## src/rtl/muldiv_unit.sv

```systemverilog
// rtl/muldiv_unit.sv - iterative multiply/divide unit owning the HI/LO pair
//
// Shift-add multiplier and restoring divider sharing one 2*WIDTH accumulator.
// Signed ops run on magnitudes; the sign fixup is applied at writeback.
//
// Ports:
//   CLK, RESET        clock (rising edge), synchronous active-high reset
//   start, op         request (0 MULT, 1 MULTU, 2 DIV, 3 DIVU, 4 MTHI, 5 MTLO)
//   A, B              operands (A is also the MTHI/MTLO source)
//   flush             abort any in-flight operation, drop a pending start
//   busy              operation in progress
//   done              one-cycle pulse when a mult/div finishes
//   div_by_zero       one-cycle pulse with done when a divide had B == 0
//   HI, LO            architectural HI/LO registers
module muldiv_unit #(
  parameter int WIDTH     = 32,
  parameter bit FAST_MULT = 1'b0
) (
  input  logic             CLK,
  input  logic             RESET,
  input  logic             start,
  input  logic [2:0]       op,
  input  logic [WIDTH-1:0] A,
  input  logic [WIDTH-1:0] B,
  input  logic             flush,
  output logic             busy,
  output logic             done,
  output logic             div_by_zero,
  output logic [WIDTH-1:0] HI,
  output logic [WIDTH-1:0] LO
);

  localparam int CW = $clog2(WIDTH + 1);

  typedef enum logic [1:0] {IDLE, RUN, FIX} state_t;

  state_t               state, state_nxt;
  logic [2*WIDTH-1:0]   acc;       // mult: {partial, multiplier}; div: {remainder, dividend/quotient}
  logic [WIDTH-1:0]     m;         // multiplicand or divisor magnitude
  logic [CW-1:0]        count;
  logic                 is_div;
  logic                 neg_res;   // product / quotient must be negated
  logic                 neg_rem;   // remainder takes the sign of the dividend
  logic                 b_zero;

  // Request decode. op[2]=0 selects the arithmetic ops; op[0]=0 marks the signed ones.
  logic                 accept;
  logic                 arith;
  logic                 sgn_a, sgn_b;
  logic [WIDTH-1:0]     abs_a, abs_b;
  logic [2*WIDTH-1:0]   fast_prod;

  assign accept    = (state == IDLE) && start && !flush;
  assign arith     = !op[2];
  assign sgn_a     = !op[0] && A[WIDTH-1];
  assign sgn_b     = !op[0] && B[WIDTH-1];
  assign abs_a     = sgn_a ? -A : A;
  assign abs_b     = sgn_b ? -B : B;
  assign fast_prod = {{WIDTH{1'b0}}, abs_a} * {{WIDTH{1'b0}}, abs_b};

  // One multiply iteration: conditionally add, then shift the whole accumulator right.
  logic [WIDTH:0]       mul_sum;
  logic [2*WIDTH-1:0]   mul_next;
  assign mul_sum  = {1'b0, acc[2*WIDTH-1:WIDTH]} + (acc[0] ? {1'b0, m} : {(WIDTH+1){1'b0}});
  assign mul_next = {mul_sum, acc[WIDTH-1:1]};

  // One restoring-divide iteration: shift in the next dividend bit, subtract if it fits.
  logic [WIDTH:0]       div_shift, div_diff;
  logic                 div_ge;
  logic [2*WIDTH-1:0]   div_next;
  assign div_shift = {acc[2*WIDTH-1:WIDTH], acc[WIDTH-1]};
  assign div_diff  = div_shift - {1'b0, m};
  assign div_ge    = div_shift >= {1'b0, m};
  assign div_next  = {(div_ge ? div_diff[WIDTH-1:0] : div_shift[WIDTH-1:0]),
                      acc[WIDTH-2:0], div_ge};

  // Writeback values. min_int / -1 yields quotient magnitude 2^(WIDTH-1), which wraps on negation.
  logic [2*WIDTH-1:0]   prod_fix;
  logic [WIDTH-1:0]     quo_fix, rem_fix;
  assign prod_fix = neg_res ? -acc : acc;
  assign quo_fix  = neg_res ? -acc[WIDTH-1:0] : acc[WIDTH-1:0];
  assign rem_fix  = neg_rem ? -acc[2*WIDTH-1:WIDTH] : acc[2*WIDTH-1:WIDTH];

  always_ff @(posedge CLK) begin
    if (RESET) state <= IDLE;
    else       state <= state_nxt;
  end

  always_comb begin
    state_nxt = state;
    busy      = 1'b0;
    case (state)
      IDLE: begin
        // The fast multiply skips iteration and goes straight to writeback.
        if (accept && arith)
          state_nxt = (FAST_MULT && !op[1]) ? FIX : RUN;
      end
      RUN: begin
        busy = 1'b1;
        if (flush)                              state_nxt = IDLE;
        else if (count == CW'(WIDTH - 1))       state_nxt = FIX;
      end
      FIX: begin
        busy      = 1'b1;
        state_nxt = IDLE;
      end
      default: state_nxt = IDLE;
    endcase
  end

  always_ff @(posedge CLK) begin
    if (RESET) begin
      HI          <= '0;
      LO          <= '0;
      done        <= 1'b0;
      div_by_zero <= 1'b0;
      acc         <= '0;
      m           <= '0;
      count       <= '0;
      is_div      <= 1'b0;
      neg_res     <= 1'b0;
      neg_rem     <= 1'b0;
      b_zero      <= 1'b0;
    end else begin
      done        <= 1'b0;
      div_by_zero <= 1'b0;
      case (state)
        IDLE: begin
          if (accept) begin
            if (arith) begin
              is_div  <= op[1];
              neg_res <= sgn_a ^ sgn_b;
              neg_rem <= sgn_a;
              b_zero  <= op[1] && (B == '0);
              count   <= '0;
              if (op[1]) begin
                m   <= abs_b;
                acc <= {{WIDTH{1'b0}}, abs_a};
              end else if (FAST_MULT) begin
                acc <= fast_prod;
              end else begin
                m   <= abs_a;
                acc <= {{WIDTH{1'b0}}, abs_b};
              end
            end else if (op == 3'd4) begin
              HI <= A;
            end else if (op == 3'd5) begin
              LO <= A;
            end
          end
        end
        RUN: begin
          if (!flush) begin
            count <= count + 1'b1;
            acc   <= is_div ? div_next : mul_next;
          end
        end
        FIX: begin
          if (!flush) begin
            done <= 1'b1;
            if (is_div) begin
              if (b_zero) div_by_zero <= 1'b1;
              else begin
                HI <= rem_fix;
                LO <= quo_fix;
              end
            end else begin
              {HI, LO} <= prod_fix;
            end
          end
        end
        default: ;
      endcase
    end
  end

endmodule

```

## config.mk

```make
export PLATFORM = sky130hd
export DESIGN_NAME = muldiv_unit
export DESIGN_NICKNAME = d
export VERILOG_FILES = /design/src/rtl/muldiv_unit.sv
export SDC_FILE = /design/constraint.sdc
export NUM_CORES = 1
export LEC_CHECK = 0
export BUFFER_PORTS_ARGS = -buffer_cell sky130_fd_sc_hd__buf_2
export CAP_MARGIN = 20
export CORE_AREA = 2 2 259 197
export CTS_CLUSTER_DIAMETER = 40
export DETAILED_ROUTE_END_ITERATION = 7
export DIE_AREA = 0 0 261 199
export GPL_TIMING_DRIVEN = 1
export SLEW_MARGIN = 20
export SYNTH_ARGS = -nofsm -noshare
export SYNTH_HDL_FRONTEND = slang
export SYNTH_SLANG_ARGS = --single-unit
```

## constraint.sdc

```tcl
create_clock -name CLK -period 3.9 [get_ports CLK]
set_input_delay 0 -clock CLK [delete_from_list [all_inputs] [get_ports CLK]]
set_output_delay 0 -clock CLK [all_outputs]
set_load 0.05 [all_outputs]
```

==> impl_metrics.env <==
export IMPL_postSynthAreaPerCell_sq_um=7.31
export IMPL_rsz0062_at_grt="false"
export IMPL_clk_latency_ns=0.47
export IMPL_portBuffers=137
export IMPL_max_cap_viol_count=0
export IMPL_die_y_um=199
export IMPL_cts_root_buf="clkbuf_16"
export IMPL_clockBufferDepth=2
export IMPL_finalInstanceArea_sq_um=17000
export IMPL_clk_pin_slew_ns=0.08
export IMPL_via_per_inst=5.66
export IMPL_fin_skew_ns=0.0177
export IMPL_powerDensity_nw_per_um2=295
export IMPL_synth_ff_type="dfxtp_1"
export IMPL_r2r_end="acc[48]"
export IMPL_r2r_start="acc[31]"
export IMPL_first_global_vias=14138
export IMPL_grt_max_degree=101
export IMPL_fillers=5298
export IMPL_tightest_slew_ns=1.10
export IMPL_die_w_um=261
export IMPL_die_area_sq_um=51900
export IMPL_drc=0
export IMPL_rows=71
export IMPL_first_iter_violations=1991
export IMPL_cts_tree="built"
export IMPL_grt_first_pass_wirelength_um=90700
export IMPL_whs_ns=0.0362
export IMPL_grt_overflow_total=0
export IMPL_place_inst=2734
export IMPL_yosys_area_top_type="dfxtp_1"
export IMPL_post_cts_buffers=0
export IMPL_netlist_instances=2005
export IMPL_hold_viol_final=0
export IMPL_async_flop_share_pct=0
export IMPL_period_needed_ns=3.64
export IMPL_synth_nets=2150
export IMPL_reg2reg_depth=16
export IMPL_synth_distinct_cells=66
export IMPL_ioPinCount=138
export IMPL_routedWlPerCell_um=22.2
export IMPL_finalPower_mw=5.00
export IMPL_reg2reg_slack_ns=0.26
export IMPL_ir_worst_vdd_uv=331
export IMPL_fp_coreArea_sq_um=49600
export IMPL_synth_seq_cells=174
export IMPL_slew_viol_final=0
export IMPL_yosysWarnings=0
export IMPL_synth_edf_count=0
export IMPL_setup_viol=0
export IMPL_start_util_pct=29.6
export IMPL_endpoint_kind="flip-flop"
export IMPL_place_gp_congestion=0.978
export IMPL_placed_area_sq_um=16300
export IMPL_fin_setup_tns_ns=0
export IMPL_final_cells=2783
export IMPL_synth_top_cell_area_share_pct=23.8
export IMPL_worstPathMaxFanout=4
export IMPL_relSlewSlack_pct=26.5
export IMPL_worst_slack_ns=0.261
export IMPL_antenna_found_initial=14
export IMPL_hold_path_class="in -> reg"
export IMPL_first_pass_iters=6
export IMPL_dp_slack_ns=0.352
export IMPL_place_hpwl_um=49000
export IMPL_leakagePower_nw=6.94
export IMPL_htree_num_levels=4
export IMPL_layout_drive_gt1_share_pct=14.2
export IMPL_numCtsBuffers=17
export IMPL_fin_util_pct=34.2
export IMPL_finalCritPeriodShare_pct=93.3
export IMPL_startpoint_type="flip-flop"
export IMPL_fmax_ghz=0.275
export IMPL_crit_end="acc[48]"
export IMPL_arrival_ns=4.00
export IMPL_status="finished, final reports clean"
export IMPL_syn_to_final_growth_pct=15.6
export IMPL_crit_required_ns=4.27
export IMPL_track_usage_pct=23.4
export IMPL_yosysSeqAreaShare_pct=23.8
export IMPL_ant_nets=0
export IMPL_critPathKind="reg -> reg"
export IMPL_synth_area_leaders="dfxtp_1 (24%), nor2_1 (8.2%), a21oi_1 (6.9%), a211oi_1 (6.9%), ha_1 (6.1%)"
export IMPL_totalWireLength_um=61700
export IMPL_fin_nets=2252
export IMPL_clock_sinks=174
export IMPL_via_count=15747
export IMPL_syn_area_sq_um=14700
export IMPL_setup_worst_path_start="acc[31]"
## area by class of cell
| class | count | area, sq um | area share (%) |
|---|---|---|---|
| diodes | 6 | 15.0 | 0.0885 |
| clock buffers | 20 | 467 | 2.75 |
| clock inverters | 12 | 97.6 | 0.575 |
| inverters | 65 | 244 | 1.44 |
| multi-input cells | 1626 | 10400 | 61.6 |
| flip-flops and latches | 174 | 3480 | 20.5 |
| well taps | 657 | 822 | 4.85 |
| repair buffers | 223 | 1390 | 8.17 |
## critical path, stage by stage, from the launching register on
cell	delay, ns
dfxtp_1	0.37
inv_1	0.13
ha_1	0.24
inv_1	0.07
fa_1	0.22
nand3_1	0.18
a2111oi_0	0.53
a211oi_1	0.13
buf_4	0.18
and2_1	0.16
o31ai_1	0.37
buf_4	0.19
xnor2_1	0.25
nor2_1	0.07
a21oi_1	0.13
nor2_1	0.05
a221o_1	0.27
## flip-flops by register name, indices dropped and copies added, names as in the netlist
signal / count
div_by_zero: 1
LO: 32
HI: 32
m: 32
done: 1
neg_res: 1
b_zero: 1
acc: 64
neg_rem: 1
state: 2
count: 6
is_div: 1
## placed cells by master (no fill, tap or decap), drive strengths merged, types with 21 or more instances in the layout
cell	count
mux2i	53
o31ai	28
buf	212
or3	23
nand2	120
nor3	55
nor2	321
a21oi	204
nand4	21
xnor2	85
a211oi	135
dfxtp	174
mux2	28
a21o	30
ha	72
inv	71
nand2b	23
o21ai	109
xor2	89
## what timing repair did
| item | 4_1_cts | 5_1_grt |
|---|---|---|
| hold buffers | 11 | 0 |
| resized for setup | 0 | 0 |
| hold endpoints to repair | 10 | 0 |
## kinds of logic (layout without fill, tap and decap cells)
group                    count (synthesis)  count (layout)  share of synthesized area (%)
adder cells (fa/ha/maj)                 74              74                           6.42
buffers and inverters                  205             320                           5.32
XOR/XNOR                               174             174                           10.4
AO/OA/AOI/OAI                          628             628                           27.4
multiplexers                            81              81                           5.77
AND/OR/NAND/NOR                        669             669                           21.0
flip-flops                             174             174                           23.8
other                                    0               6                              0
## synth_stat cells, drive strengths merged (21+ instances only)
cell type	instances
o21ai	109
clkbuf	130
a211oi	135
dfxtp	174
a21o	30
mux2i	53
xnor2	85
o31ai	28
nor3	55
nor2	321
xor2	89
nand4	21
nand2b	23
a21oi	204
inv	64
nand2	120
ha	72
mux2	28
or3	23
## how the worst min path moves through the flow
stage,startpoint,to,slack (ns),cells past startpoint
5_1_grt,A[7],HI[7],0.04,3
2_1_floorplan,flush,done,0.08,1
4_1_cts,A[16],HI[16],0.006,3
3_3_place_gp,flush,done,0.36,2
6_report,RESET,m[30],0.04,2
3_5_place_dp,flush,done,0.36,2
## power by group
group | total, mW | switching (mW) | leakage [nW] | internal [mW]
logic | 1.39 | 0.912 | 5.25 | 0.479
clock network | 1.75 | 0.863 | 0.277 | 0.883
registers | 1.86 | 0.0445 | 1.41 | 1.82
total | 5.00 | 1.82 | 6.94 | 3.18
## metal layers
metal | global-route usage, % | wire length, um | vias up
met2 | 28.8 | 21900 | 855
met3 | 9.29 | 8220 | 96
met5 | 0 | 80 | -
li1 | - | - | 7442
met1 | 35.3 | 29600 | 7340
met4 | 7.64 | 1860 | 14
Note: power is estimated with default switching activity, not from simulation.
